`config.mk`:
```
export PLATFORM = sky130hd
export DESIGN_NAME = uart_tx_engine
export DESIGN_NICKNAME = d
export VERILOG_FILES = /design/src/rtl/uart_tx_engine.sv
export SDC_FILE = /design/constraint.sdc
export NUM_CORES = 1
export LEC_CHECK = 0
export ABC_AREA = 1
export CAP_MARGIN = 20
export CORE_MARGIN = 4
export CORE_UTILIZATION = 40
export DETAILED_ROUTE_END_ITERATION = 12
export GPL_ROUTABILITY_DRIVEN = 0
export PLACE_DENSITY = 0.67
export SYNTH_ARGS = -nofsm -noshare
export SYNTH_HDL_FRONTEND = slang
export SYNTH_SLANG_ARGS = --single-unit
```
`constraint.sdc`:
```
create_clock -name clk -period 2.87 [get_ports clk]
set_input_delay 0.4305 -clock clk [delete_from_list [all_inputs] [get_ports clk]]
set_output_delay 0.4305 -clock clk [all_outputs]
set_load 0.02 [all_outputs]
```
`src/rtl/uart_tx_engine.sv`:
```
// -----------------------------------------------------------------------------
// uart_tx_engine
//
// UART transmitter with a small holding FIFO. Words pushed on the write side
// are serialised as: start bit (0), DATA_BITS data bits LSB first, an optional
// parity bit, then one or two stop bits (1). Bit timing comes entirely from the
// external baud_tick strobe. The frame format (parity enable, parity sense,
// stop-bit count) is captured when a word is popped, so it is constant for the
// whole frame.
//
// Parameters
//   DATA_BITS   data bits per frame (5..9)
//   FIFO_DEPTH  holding FIFO entries (power of 2, >= 2)
//
// Ports
//   clk               single clock, rising edge
//   reset             synchronous active-high reset
//   baud_tick         one-cycle pulse at each bit-period boundary
//   tx_en             permission to start new frames
//   wr_data           word to transmit
//   wr_valid          push request
//   wr_ready          FIFO not full
//   parity_en         append a parity bit
//   parity_odd        1 = odd parity, 0 = even
//   two_stop          1 = two stop bits, 0 = one
//   tx_out            serial line (registered, idle high)
//   busy              a frame is in progress
//   fifo_count        current FIFO occupancy
//   data_transmitted  one-cycle pulse when a frame completes
// -----------------------------------------------------------------------------
module uart_tx_engine #(
    parameter int DATA_BITS  = 8,
    parameter int FIFO_DEPTH = 4
) (
    input  logic                             clk,
    input  logic                             reset,
    input  logic                             baud_tick,
    input  logic                             tx_en,
    input  logic [DATA_BITS-1:0]             wr_data,
    input  logic                             wr_valid,
    output logic                             wr_ready,
    input  logic                             parity_en,
    input  logic                             parity_odd,
    input  logic                             two_stop,
    output logic                             tx_out,
    output logic                             busy,
    output logic [$clog2(FIFO_DEPTH+1)-1:0]  fifo_count,
    output logic                             data_transmitted
);

    localparam int PTR_W = $clog2(FIFO_DEPTH);
    localparam int CNT_W = $clog2(FIFO_DEPTH + 1);
    localparam int IDX_W = $clog2(DATA_BITS);

    localparam logic [CNT_W-1:0] CNT_FULL = CNT_W'(FIFO_DEPTH);
    localparam logic [IDX_W-1:0] IDX_LAST = IDX_W'(DATA_BITS - 1);

    typedef enum logic [2:0] {
        ST_IDLE,
        ST_START,
        ST_DATA,
        ST_PARITY,
        ST_STOP
    } state_t;

    // -------------------------------------------------------------------------
    // Holding FIFO
    // -------------------------------------------------------------------------
    logic [DATA_BITS-1:0] fifo_mem [FIFO_DEPTH];
    logic [PTR_W-1:0]     wr_ptr_reg;
    logic [PTR_W-1:0]     rd_ptr_reg;
    logic [CNT_W-1:0]     count_reg;
    logic                 push;
    logic                 pop;
    logic [DATA_BITS-1:0] head_word;

    // A full FIFO refuses the push even when a pop happens in the same cycle,
    // because wr_ready is derived from the registered count only.
    assign wr_ready = (count_reg != CNT_FULL);
    assign push     = wr_valid && wr_ready;

    // The head word is read asynchronously so it can be loaded into the shift
    // register on the very tick that pops it.
    assign head_word = fifo_mem[rd_ptr_reg];

    always_ff @(posedge clk) begin
        if (push && !reset) begin
            fifo_mem[wr_ptr_reg] <= wr_data;
        end
    end

    always_ff @(posedge clk) begin
        if (reset) begin
            wr_ptr_reg <= '0;
            rd_ptr_reg <= '0;
            count_reg  <= '0;
        end else begin
            if (push) begin
                wr_ptr_reg <= wr_ptr_reg + PTR_W'(1);
            end
            if (pop) begin
                rd_ptr_reg <= rd_ptr_reg + PTR_W'(1);
            end
            case ({push, pop})
                2'b10:   count_reg <= count_reg + CNT_W'(1);
                2'b01:   count_reg <= count_reg - CNT_W'(1);
                default: count_reg <= count_reg;
            endcase
        end
    end

    // -------------------------------------------------------------------------
    // Transmit state machine
    // -------------------------------------------------------------------------
    state_t               state_reg,       state_next;
    logic [DATA_BITS-1:0] shift_reg,       shift_next;
    logic [IDX_W-1:0]     bit_idx_reg,     bit_idx_next;
    logic                 par_en_reg,      par_en_next;
    logic                 parity_bit_reg,  parity_bit_next;
    logic                 two_stop_reg,    two_stop_next;
    logic                 stop_second_reg, stop_second_next;
    logic                 tx_out_reg,      tx_out_next;
    logic                 done_reg,        done_next;

    always_ff @(posedge clk) begin
        if (reset) begin
            state_reg       <= ST_IDLE;
            shift_reg       <= '0;
            bit_idx_reg     <= '0;
            par_en_reg      <= 1'b0;
            parity_bit_reg  <= 1'b0;
            two_stop_reg    <= 1'b0;
            stop_second_reg <= 1'b0;
            tx_out_reg      <= 1'b1;
            done_reg        <= 1'b0;
        end else begin
            state_reg       <= state_next;
            shift_reg       <= shift_next;
            bit_idx_reg     <= bit_idx_next;
            par_en_reg      <= par_en_next;
            parity_bit_reg  <= parity_bit_next;
            two_stop_reg    <= two_stop_next;
            stop_second_reg <= stop_second_next;
            tx_out_reg      <= tx_out_next;
            done_reg        <= done_next;
        end
    end

    always_comb begin
        state_next       = state_reg;
        shift_next       = shift_reg;
        bit_idx_next     = bit_idx_reg;
        par_en_next      = par_en_reg;
        parity_bit_next  = parity_bit_reg;
        two_stop_next    = two_stop_reg;
        stop_second_next = stop_second_reg;
        done_next        = 1'b0;
        pop              = 1'b0;
        tx_out_next      = 1'b1;

        case (state_reg)
            ST_IDLE: begin
                if (baud_tick && tx_en && (count_reg != '0)) begin
                    pop        = 1'b1;
                    shift_next = head_word;
                    // Parity is fixed at pop time from the word itself, so the
                    // shifting data never has to be re-examined.
                    par_en_next     = parity_en;
                    parity_bit_next = (^head_word) ^ parity_odd;
                    two_stop_next   = two_stop;
                    state_next      = ST_START;
                end
            end
            ST_START: begin
                if (baud_tick) begin
                    bit_idx_next = '0;
                    state_next   = ST_DATA;
                end
            end
            ST_DATA: begin
                if (baud_tick) begin
                    shift_next       = shift_reg >> 1;
                    bit_idx_next     = bit_idx_reg + IDX_W'(1);
                    stop_second_next = 1'b0;
                    if (bit_idx_reg == IDX_LAST) begin
                        state_next = par_en_reg ? ST_PARITY : ST_STOP;
                    end
                end
            end
            ST_PARITY: begin
                if (baud_tick) begin
                    stop_second_next = 1'b0;
                    state_next       = ST_STOP;
                end
            end
            ST_STOP: begin
                if (baud_tick) begin
                    if (two_stop_reg && !stop_second_reg) begin
                        stop_second_next = 1'b1;
                    end else begin
                        done_next  = 1'b1;
                        state_next = ST_IDLE;
                    end
                end
            end
            default: begin
                state_next = ST_IDLE;
            end
        endcase

        // The line level is computed from the upcoming state and registered,
        // so tx_out is a clean flop output aligned with state_reg.
        case (state_next)
            ST_START:  tx_out_next = 1'b0;
            ST_DATA:   tx_out_next = shift_next[0];
            ST_PARITY: tx_out_next = parity_bit_next;
            default:   tx_out_next = 1'b1;
        endcase
    end

    assign tx_out           = tx_out_reg;
    assign busy             = (state_reg != ST_IDLE);
    assign fifo_count       = count_reg;
    assign data_transmitted = done_reg;

endmodule

```
==> After elaboration in Yosys (flattened, before gate mapping) <==
Memory sizes are Yosys's and may differ from the RTL's. A register that Yosys moved wholly into a read port is not among the register bits.
Cells that the tools add are included.
{ "classes": {"eq_ne": 17, "order_cmp": 0, "n_reduce_logical": 21, "muxes": 30, "shift": 0, "bitwise": 3, "n_mul": 0, "add_sub_neg": 5, "div_mod_pow": 0} }
{ "op_table": {"columns": ["cell", "count"], "rows": [
  ["$mux 3", 10],
  ["$mux 8", 2],
  ["$pmux 8 s2", 1],
  ["$pmux 3 s5", 1],
  ["$eq 3x2->1 const B", 4],
  ["$pmux 3 s2", 2],
  ["$mux 1", 10],
  ["$ne 2x2->1 const B", 5],
  ["$reduce_bool 2->1", 4],
  ["$reduce_xor 8->1", 1],
  ["$add 3x1->3 const B", 2],
  ["$eq 3x1->1 const B", 2],
  ["$eq 3x3->1 const B", 2],
  ["$reduce_and 3->1", 2],
  ["$reduce_bool 3->1", 2],
  ["$logic_and 1x1->1", 5],
  ["$add 2x1->2 const B", 2],
  ["$mux 2", 2],
  ["$reduce_and 4->1", 1],
  ["$logic_not 3->1", 1],
  ["$ne 3x3->1 const B", 1],
  ["$pmux 1 s3", 1],
  ["$reduce_or 3->1", 1],
  ["$sub 3x1->3 const B", 1],
  ["other kinds (9)", 11]
]} }
{ "word_totals": {"n_memories": 1, "latch_bits": 0, "in_bits": 16, "regBits": 27, "ram_bits": 32, "rom_bits": 0} }
{ "mem_list": {"columns": ["memory", "words", "word_bits", "read_ports", "rd_ports_with_merged_regs", "wr", "line", "rtl"], "rows": [
  ["fifo_mem", 4, 8, 1, 1, 1, "69", "logic [DATA_BITS-1:0] fifo_mem [FIFO_DEPTH];"]
]} }

==> Logic depth before layout (Yosys ltp) <==
Gate-level depths: netlist of the first run.
{ "logic_depth": {"depth_word": 7, "mapped_depth": 16, "depth_no_buf": 15} }

==> Least setup slack after synthesis of the first run <==
No wires, ideal clock.
{ "synth_timing": {"path_type": "register to register", "from": "reg count_reg[2], in the netlist fifo_count[2]", "to": "reg count_reg[2], in the netlist fifo_count[2]", "required_ps": 2748, "arrival_time_ps": 2047, "stages_incl_launch_ff": 13, "setup_ps": 122, "path_slack_ps": 701, "path_cell_list": "dfxtp_1 > o31ai_1 > nor2_1 > nand2_1 > inv_1 > buf_4 > ha_1 > inv_1 > fa_1 > a21oi_1 > o21ai_0 > o21ai_0 > a21oi_1"} }
{ "synth_between": {"elab_chain_cells": 6, "elab_cells_between_ends": 12} }
{ "synth_lines": {"columns": ["item", "line", "rtl"], "rows": [
  ["start, declared", "72", "logic [CNT_W-1:0] count_reg;"],
  ["start signal, assigned", "105", "2'b10: count_reg <= count_reg + CNT_W'(1);"],
  ["start signal, assigned", "106", "2'b01: count_reg <= count_reg - CNT_W'(1);"],
  ["start signal, assigned", "107", "default: count_reg <= count_reg;"],
  ["$reduce_bool 3->1 (*)", "163", "if (baud_tick && tx_en && (count_reg != '0)) begin"],
  ["$logic_and 1x1->1 (*)", "163", null],
  ["$mux 1 (*)", "163", null],
  ["$mux 1 (*)", "161", "case (state_reg)"],
  ["net pop", "74", "logic pop;"],
  ["$eq 2x1->1 / $eq 2x2->1 (equally long branches)", "104", "case ({push, pop})"],
  ["$pmux 3 s2 / $reduce_bool 2->1 (equally long branches)", null, null]
]} }
The timed path passes the listed nets; every way through them passes the cells marked *.
A chain may end at the register's enable or synchronous reset.

==> Worst setup path in the final report of the first run <==
{ "layout_timing": {"from": "in baud_tick", "to": "reg count_reg[2], in the netlist fifo_count[2]"} }
{ "layout_between": {"elab_chain_cells": 6, "elab_cells_between_ends": 8} }
{ "layout_lines": {"columns": ["item", "line", "rtl"], "rows": [
  ["start, declared", "37", "input logic baud_tick,"],
  ["$logic_and 1x1->1 (*) (2 in a row)", "163", null],
  ["$mux 1 (*)", "163", null],
  ["$mux 1 (*)", "161", null],
  ["$eq 2x1->1 / $eq 2x2->1 (equally long branches)", "104", null],
  ["$pmux 3 s2 / $reduce_bool 2->1 (equally long branches)", null, null]
]} }
Mark *: on every way between the ends. The rest lies on a longest branch, timed or not.

==> metrics, run 1 <==
Antenna Cells=0; pwr/cell area=605 nW/um^2; Hold Startpoint=bit_idx_reg[0]; largest net degree at the start of global routing=19; Avg Vias per Cell=4.89; Initial Util=0.410; Die ar.=just over 8000 sq um; synthesized area per cell=8.65 sq um; initial antenna violation count=0; Worst Clk Skew=0.00739 ns; main combinational cell family by area after synthesis=simple AND/OR/NAND/NOR gates; htree depth=3; CTS tree=yes; flops & latches, synth=61; post-CTS sizing=0; max_cap viols=0; Tmin final=2.31 ns; top-count cell post-synth=nand2_1; dpl hpwl=3560 microns; grt ovf=0; worst r2r src=state_reg[2]; RSZ-0062 raised after global routing=false; Clk Latency, worst-skew pair=0.35 ns; detailed-route via count=between 2000 and 2500; Final ANT Viol Nets=0; Clock Path Buffers=2; Yosys warnings=0; crit path from=baud_tick; Synth area leader=edfxtp_1; DIE WIDTH=91.2 microns; clock power share=0.358; Final Util=0.484; Synth Instances=320; fin crit share=0.804; met3 GRT Util=0.0431; share of layout cells above drive strength 1=0.0952; post-synthesis simple-gate area fraction=0.247; outcome=complete, no violations; register share of total power=0.497; Synth Area in Adders=0.0389; CTS Hold Buffers Added=0; fraction of synthesized area in multiplexers=0.00814; Core Region=6760 sq um; Starting DRT DRC Count=between 80 and 90; grt met2 use=0.235; CTS buffer count=9; Psw=525 uW; Most used DFF post-synth=edfxtp_1; Largest register FFs=32; IO Count=23; fin nets=377; vias in the first global route=2016; top cell type's share of synthesized area=0.347; CP Data Arrival Time=2.54 ns; Final Hold Viols=0; Tot GR Track Use=0.136; Synth area leaders=edfxtp_1, dfxtp_1, nand2_1; clk slew on worst S/H paths=~0.060 ns; Worst-Margin Slew=~0.63 ns; Syn Nets=between 300 and 400; Required @ worst endpoint=3.10 ns; gr busiest metal=met2; Synth Area in Compound Gates=0.0796; post-CTS setup buffer count=0; Synth Area in XOR/XNOR=0; CP Capture Type=flip-flop; Finish-stage setup viols=0; Max Slew Vio Count=0; residual DRC count=0; Hold Slack=0.462 ns; CTS Root Cell=clkbuf_8; Seq/Total Area, Yosys=0.557; num rows=30; die height=91.2 microns; Syn-to-layout area delta=18.3%; Total Power=1.98 mW; DRT Wirelength=~5300 microns; Slew headroom=0.578; global-route wire length before repair=8760 microns; switch share=0.265; I/O Buffers=22; Mapped Area=2770 sq um; DR WL/cell=12.0 microns; crit path launch type=input port; number of clock sinks=between 60 and 70; Pre-Repair DR Iteration Count=4; Max FO, Critical Path=7; Synth top cells by count=nand2_1, edfxtp_1, inv_1, dfxtp_1, nand3_1; combinational power share=0.145; fin area=3270 sq um; internal power=roughly 1.5 mW; Setup Crit Path Kind=in -> reg; Placed Area=3090 sq um; Worst Hold Class=reg -> reg; GR Util met1=0.147; Async SR Flop Fraction=0; synth unique cells=29; Leak=1.35 nW; Post-synth EDFFs=32; Fill cells=665; setup total negative slack=0 ns; f_max=between 0.4 and 0.5 GHz; maximum vdd drop=about 0.35 mV
cells in the final DEF (no fill, tap or decap), types with 2 or more instances in the layout:
master	count
nand2_1	106
edfxtp_1	32
inv_1	30
dfxtp_1	29
nand3_1	27
clkdlybuf4s50_1	22
nor2_1	20
a21oi_1	19
o21ai_0	13
clkbuf_8	9
buf_4	8
ha_1	7
a31oi_1	6
nand2_2	4
inv_2	4
clkinv_1	3
o31ai_1	2
nand4_1	2
nor3_1	2
clkinv_2	2
stage by stage:
| stage | cells | worst slack (ns) |
|---|---|---|
| after floorplan | 320 | 0.701 |
| after global placement | 422 | 0.294 |
| after detailed placement | 422 | 0.233 |
| after CTS | 437 | 0.600 |
| after global routing | 437 | 0.319 |
| final | 437 | 0.562 |
area by class of cell:
type                    instances  area (sq um)  share of cell area
repair buffers                 30           280              0.0856
clock inverters                 6          55.1              0.0168
multi-input cells             215          1030               0.316
well taps                      80           100              0.0306
flip-flops and latches         61          1540               0.471
inverters                      36           138              0.0420
clock buffers                   9           124              0.0378
critical path: stages:
cell,delay [ns]
clkdlybuf4s50_1,0.60
inv_1,0.12
nor2_1,0.11
nand2_1,0.12
inv_1,0.11
ha_1,0.14
inv_1,0.06
fa_1,0.37
a21oi_1,0.14
o21ai_0,0.11
o21ai_0,0.17
a21oi_1,0.05
layer usage:
| metal | routed length, microns | share of wire | vias up |
|---|---|---|---|
| met4 | 123 | 0.023 | 0 |
| li1 | - | - | 1116 |
| met2 | 2640 | 0.50 | 36 |
| met5 | 0 | 0 | - |
| met3 | 194 | 0.037 | 10 |
| met1 | 2300 | 0.44 | 974 |
power by group through the flow:
stage	Combinational, mW	Clock, mW	Sequential [mW]
6_report	0.287	0.710	0.984
5_1_grt	0.326	0.753	0.991
4_1_cts	0.287	0.724	0.985
3_5_place_dp	0.286	0	1.00
3_3_place_gp	0.279	0	1.00
2_1_floorplan	0.197	0	1.00
logic make-up (layout without fill, tap and decap cells):
| logic type | count (synthesis) | after routing |
|---|---|---|
| AO/OA/AOI/OAI | 41 | 41 |
| adder cells (fa/ha/maj) | 8 | 8 |
| multiplexers | 1 | 1 |
| flip-flops | 61 | 61 |
| AND/OR/NAND/NOR | 165 | 165 |
| buffers and inverters | 44 | 81 |
final timing paths:
check                   end  slack (ns)  cells past startpoint
max           fifo_count[2]        0.56                     12
min          bit_idx_reg[0]        0.46                      1
max reg2reg   fifo_count[2]        0.73                     12
min reg2reg  bit_idx_reg[0]        0.46                      1
Power figures use the tool's default switching activity.
==> run 2, diff against run 1 <==
==> constraint.sdc (replaced) <==
create_clock -name clk -period 2.3 [get_ports clk]
set_input_delay 0.345 -clock clk [delete_from_list [all_inputs] [get_ports clk]]
set_output_delay 0.345 -clock clk [all_outputs]
set_load 0.02 [all_outputs]
==> run 2 against run 1 <==
Effect of this change:
- global-route usage is 0.20 points higher
- cell count is 1.4% higher
- design area is 1.4% higher
- core utilization rose by 0.67 points
- setup slack got worse by 0.34 ns
- critical endpoint unchanged
- worst hold slack improved by 0.0050 ns
- clock power increased by 23%
- critical path type is now reg -> reg
- highest routed layer unchanged
- largest power group unchanged
- combinational power rose by 31%
- via count down 0.70%
==> metrics, run 2 (synthesis results as in run 1) <==
outcome=complete, no violations; initial antenna violation count=0 (unchanged); pwr/cell area=743 nW/um^2 (+23%); detailed-route via count=2121 (-0.70%); Tmin final=2.08 ns; htree depth=3 (unchanged); Leak=1.38 nW (+2.1%); CP Capture Type=flip-flop; crit-path cells=inv_1, nand2_1, nor2_1, nand2_1, inv_1, ha_1, inv_1, fa_1, a21oi_1, o21ai_0, o21ai_0, a21oi_1; crit path launch type=flip-flop; CTS tree=yes; commonest non-fill, non-tap cell in the layout=nand2_1; CP Data Arrival Time=2.30 ns (-0.24 ns); post-CTS setup buffer count=0 (unchanged); Final Util=0.491 (+0.00667); CTS Root Cell=clkbuf_8; share of layout cells above drive strength 1=0.110 (+0.0150); Crit path top cell by count=inv_1; most frequent cells in the layout=nand2_1, edfxtp_1, inv_1, dfxtp_1, nand3_1; max_cap viols=0 (unchanged); maximum vdd drop=0.450 mV (+28%); crit path from=state_reg[2]; RSZ-0062 raised after global routing=false; Tot GR Track Use=0.138 (+0.00204); Antenna Cells=0 (unchanged); CTS Hold Buffers Added=0 (unchanged); Starting DRT DRC Count=103 (+26%); Layout Cells excl Fill=443 (+1.4%); Die ar.=8310 sq um (unchanged); post-CTS sizing=0 (unchanged); residual DRC count=0 (unchanged); Syn-to-layout area delta=19.9%; Final Hold Viols=0 (unchanged); Critical-path top delay cell=fa_1; f_max=approximately 0.48 GHz; Setup Crit Path Kind=reg -> reg; number of clock sinks=61 (unchanged); Hold Startpoint=shift_reg[7]; Placed Area=3140 sq um (+1.5%); Clk Latency, worst-skew pair=0.33 ns (-0.02 ns); Fill cells=642 (-3.5%); vias in the first global route=1958 (-2.9%); die height=91.2 microns (unchanged); Core Region=6760 sq um (unchanged); Required @ worst endpoint=2.52 ns (-0.58 ns); Slew headroom=0.780 (+0.201); Worst Hold Class=reg -> reg; footprint of the multi-input gates=1030 sq um (unchanged); Clock Path Buffers=2 (unchanged); Largest register FFs=32 (unchanged); worst r2r src=state_reg[2]; Max Slew Vio Count=0 (unchanged); placed cells=428 (+1.4%); dpl hpwl=3730 microns (+4.6%); DRT Wirelength=5250 microns (-0.34%); DIE WIDTH=91.2 microns (unchanged); clk slew on worst S/H paths=0.07 ns (about the same); Pre-Repair DR Iteration Count=4 (unchanged); fin crit share=0.903; setup slack after layout=0.224 ns (-0.338 ns); Worst Clk Skew=0.00525 ns (-0.00214 ns); Largest delay share family, worst path=adder cells; FF/Latch Area=1540 sq um (unchanged); CP Buf/Inv Count=3 (-1); CP max stage delay=0.37 ns (-0.23 ns); Max FO, Critical Path=5 (-2); Finish-stage setup viols=0 (unchanged); Avg Vias per Cell=4.79 (-2.0%); largest net degree at the start of global routing=19 (unchanged); fin area=3320 sq um (+1.4%); Initial Util=0.410 (unchanged); grt ovf=0 (unchanged); Hold Slack=0.467 ns (+0.00495 ns); Final ANT Viol Nets=0 (unchanged); global-route wire length before repair=8870 microns (+1.3%); fin nets=383 (+1.6%); DR WL/cell=11.8 microns (-1.7%); pre-CTS WS=-0.00210 ns (-0.235 ns); num rows=30 (unchanged); I/O Buffers=22 (unchanged); CTS buffer count=9 (unchanged); Worst-Margin Slew=0.328 ns (-0.304 ns); IO Count=23 (unchanged)
==> run 2: path summary, 6_finish.rpt <==
path	endpoint	slack, ns	cells after the start
worst max-delay path	fifo_count[2]	0.22	12
worst min-delay path	shift_reg[7]	0.47	2
worst max register to register	fifo_count[2]	0.22	12
worst min register to register	shift_reg[7]	0.47	2
==> run 2: final cells by class <==
type / count / share of cell area
clock buffers: 9 / 0.0373
multi-input cells: 215 / 0.312
inverters: 36 / 0.0415
clock inverters: 6 / 0.0166
repair buffers: 36 / 0.0980
well taps: 80 / 0.0302
flip-flops and latches: 61 / 0.465
==> run 2: routing by layer <==
layer	GRT usage	vias to the layer above	share of wire
met5	0	-	0
met4	0.0704	0	0.029
met3	0.0522	11	0.043
met2	0.223	35	0.48
met1	0.158	946	0.45
li1	-	1129	-
==> run 2: where the power goes <==
group / internal (mW) / switching, mW
Clock: 0.482 / 0.388
Combinational: 0.149 / 0.227
Sequential: 1.20 / 0.0253
==> run 2: tightest hold or removal path, stage by stage, from the launching register on <==
cell     delay (ns)
dfxtp_1        0.31
nand2_1        0.06
a21oi_1        0.05
==> run 2: metrics by stage <==
stage | total power, mW | TNS [ns]
6_report | 2.47 | 0
4_1_cts | 2.50 | 0
5_1_grt | 2.62 | 0
2_1_floorplan | 1.50 | 0
3_3_place_gp | 1.61 | 0
3_5_place_dp | 1.62 | -0.00210
==> run 3, diff against run 2 <==
--- a/config.mk
+++ b/config.mk
@@ -7,11 +7,12 @@
 export LEC_CHECK = 0
 export ABC_AREA = 1
 export CAP_MARGIN = 20
+export CORE_ASPECT_RATIO = 1.4
 export CORE_MARGIN = 4
 export CORE_UTILIZATION = 40
 export DETAILED_ROUTE_END_ITERATION = 12
 export GPL_ROUTABILITY_DRIVEN = 0
-export PLACE_DENSITY = 0.67
+export PLACE_DENSITY_LB_ADDON = 0.1
 export SYNTH_ARGS = -nofsm -noshare
 export SYNTH_HDL_FRONTEND = slang
 export SYNTH_SLANG_ARGS = --single-unit
==> constraint.sdc (replaced) <==
create_clock -name clk -period 2.3 [get_ports clk]
set_input_delay 0.345 -clock clk [delete_from_list [all_inputs] [get_ports clk]]
set_output_delay 0.345 -clock clk [all_outputs]
set_load 0.01 [all_outputs]
==> run 3 against run 2 <==
Effect of this change:
- setup slack gained 0.11 ns
- critical endpoint unchanged
- highest routed layer unchanged
- flip-flop and latch count is the same
- global-route usage grew 1.2 points
- clock skew grew 0.0080 ns
- clock-buffer cell count is the same
- design area grew 0.68%
==> metrics, run 3 (synthesis results as in run 1) <==
Largest register FFs=32 (unchanged); maximum vdd drop=0.428 mV (-4.8%); FF/Latch Area=1540 sq um (unchanged); worst r2r src=state_reg[2]; Max FO, Critical Path=5 (unchanged); Avg Vias per Cell=4.64 (-3.2%); DR WL/cell=12.0 microns (+1.1%); met2 wire len=2840 microns (+13%); Max Slew Vio Count=0 (unchanged); residual DRC count=0 (unchanged); CTS Root Cell=clkbuf_8; die height=106 microns (+17%); pwr/cell area=726 nW/um^2 (-2.4%); fin crit share=0.853 (-0.0493); Worst Clk Skew=0.0132 ns (+0.00796 ns); I/O Buffers=22 (unchanged); DIE WIDTH=78.3 microns (-14%); Required @ worst endpoint=2.53 ns (about the same); post-CTS setup buffer count=0 (unchanged); R2R Path End=fifo_count[2]; Pre-Repair DR Iteration Count=5 (+1); CTS Hold Buffers Added=0 (unchanged); Starting DRT DRC Count=64 (-38%); Initial Util=0.416 (+0.00616); CTS tree=yes; met3 routed WL=166 microns (-26%); fin area=3340 sq um (+0.68%); crit path launch type=flip-flop; clock power share=0.344 (-0.009); Setup Crit Path Kind=reg -> reg; initial antenna violation count=0 (unchanged); Clk Latency, worst-skew pair=0.34 ns (about the same); post-CTS sizing=0 (unchanged); commonest non-fill, non-tap cell in the layout=nand2_1; share of layout cells above drive strength 1=0.121 (+0.0104); CTS buffer count=9 (unchanged); worst-case reg-to-reg path depth=12 (unchanged); clk slew on worst S/H paths=0.08 ns (about the same); Worst Hold Class=reg -> reg; dpl hpwl=3990 microns (+6.9%); setup total negative slack=0 ns (unchanged); register share of total power=0.505 (+0.010); switch share=0.284 (+0.0244); number of clock sinks=61 (unchanged); vias in the first global route=2130 (+8.8%); num rows=35 (+17%); Slew headroom=0.756 (-0.0234); global-route wire length before repair=9590 microns (+8.1%); fin nets=384 (+0.26%); Placed Area=3160 sq um (+0.72%); Core Region=6660 sq um (-1.5%); htree depth=3 (unchanged); Leak=1.37 nW (-0.42%); max_cap viols=0 (unchanged); most frequent cells in the layout=nand2_1, edfxtp_1, inv_1, dfxtp_1, nand3_1; Tot GR Track Use=0.149 (+0.0115); internal power=1.74 mW (-4.9%); largest net degree at the start of global routing=19 (unchanged); Worst-Margin Slew=0.362 ns (+0.0341 ns); Die ar.=8330 sq um (+0.23%); Hold Startpoint=rd_ptr_reg[1]; M1 WL=2390 microns (+1.5%); Hold Crit Depth=2 (unchanged); combinational power share=0.151 (about the same); CP Capture Type=flip-flop; highest metal used=met4; detailed-route via count=2119 (-0.094%); CP Data Arrival Time=2.19 ns (-0.11 ns); flop-to-flop setup slack=0.34 ns (+0.11 ns); DRT Wirelength=5470 microns (+4.3%); Clock Path Buffers=2 (unchanged); Final Hold Viols=0 (unchanged); f_max=0.509 GHz (+5.8%); footprint of the multi-input gates=1040 sq um (+0.24%); grt ovf=0 (unchanged); Fill cells=674 (+5.0%); Tmin final=1.96 ns (-0.113 ns); Syn-to-layout area delta=20.7%; IO Count=23 (unchanged); outcome=complete, no violations; Psw=688 uW (+7.5%); Antenna Cells=0 (unchanged); Final ANT Viol Nets=0 (unchanged); Finish-stage setup viols=0 (unchanged)
[run 3: metal layers]
layer / vias up / track usage
met3: 7 / 0.0466
met2: 21 / 0.267
li1: 1133 / -
met4: 0 / 0.0525
met1: 958 / 0.165
met5: - / 0
[run 3: power groups by stage]
| stage | logic, mW | registers, mW | clock network [mW] |
|---|---|---|---|
| 2_1_floorplan | 0.244 | 1.24 | 0 |
| 3_3_place_gp | 0.367 | 1.25 | 0 |
| 3_5_place_dp | 0.371 | 1.25 | 0 |
| 4_1_cts | 0.373 | 1.22 | 0.856 |
| 5_1_grt | 0.426 | 1.23 | 0.916 |
| 6_report | 0.367 | 1.22 | 0.834 |
[run 3: stage by stage]
stage                     utilization  setup WS, ns  power (mW)  hold WS [ns]  std cells
final                           0.502         0.337        2.42         0.457        457
after global routing            0.502      -0.00433        2.57         0.489        457
after CTS                       0.502         0.246        2.45         0.466        457
after detailed placement        0.475       0.00555        1.62         0.458        441
after global placement          0.475        0.0378        1.61         0.453        441
after floorplan                     -         0.167        1.49         0.433        320
[run 3: critical path: stages, from the launching register on]
cell and delay, ns:
dfxtp_1 0.34, inv_1 0.10, nand2_1 0.10, nor2_2 0.14, nand2_1 0.09, inv_1 0.07, ha_1 0.13, inv_1 0.05
fa_1 0.37, a21oi_1 0.14, o21ai_0 0.11, o21ai_0 0.16, a21oi_1 0.06
[run 3: layout make-up]
type,count,share of cell area
flip-flops and latches,61,0.461
well taps,92,0.0345
clock buffers,9,0.0371
multi-input cells,215,0.310
repair buffers,37,0.0996
clock inverters,7,0.0157
inverters,36,0.0412
[run 3: how the worst max path moves through the flow]
stage                     depth (start not counted)       endpoint    startpoint  slack, ns
after floorplan                                  13  fifo_count[2]  state_reg[2]       0.17
after global routing                             12  fifo_count[2]  state_reg[0]     -0.004
after detailed placement                         12  fifo_count[2]         tx_en      0.006
after global placement                           12  fifo_count[2]         tx_en       0.04
after CTS                                        12  fifo_count[2]  state_reg[2]       0.25
final                                            12  fifo_count[2]  state_reg[2]       0.34
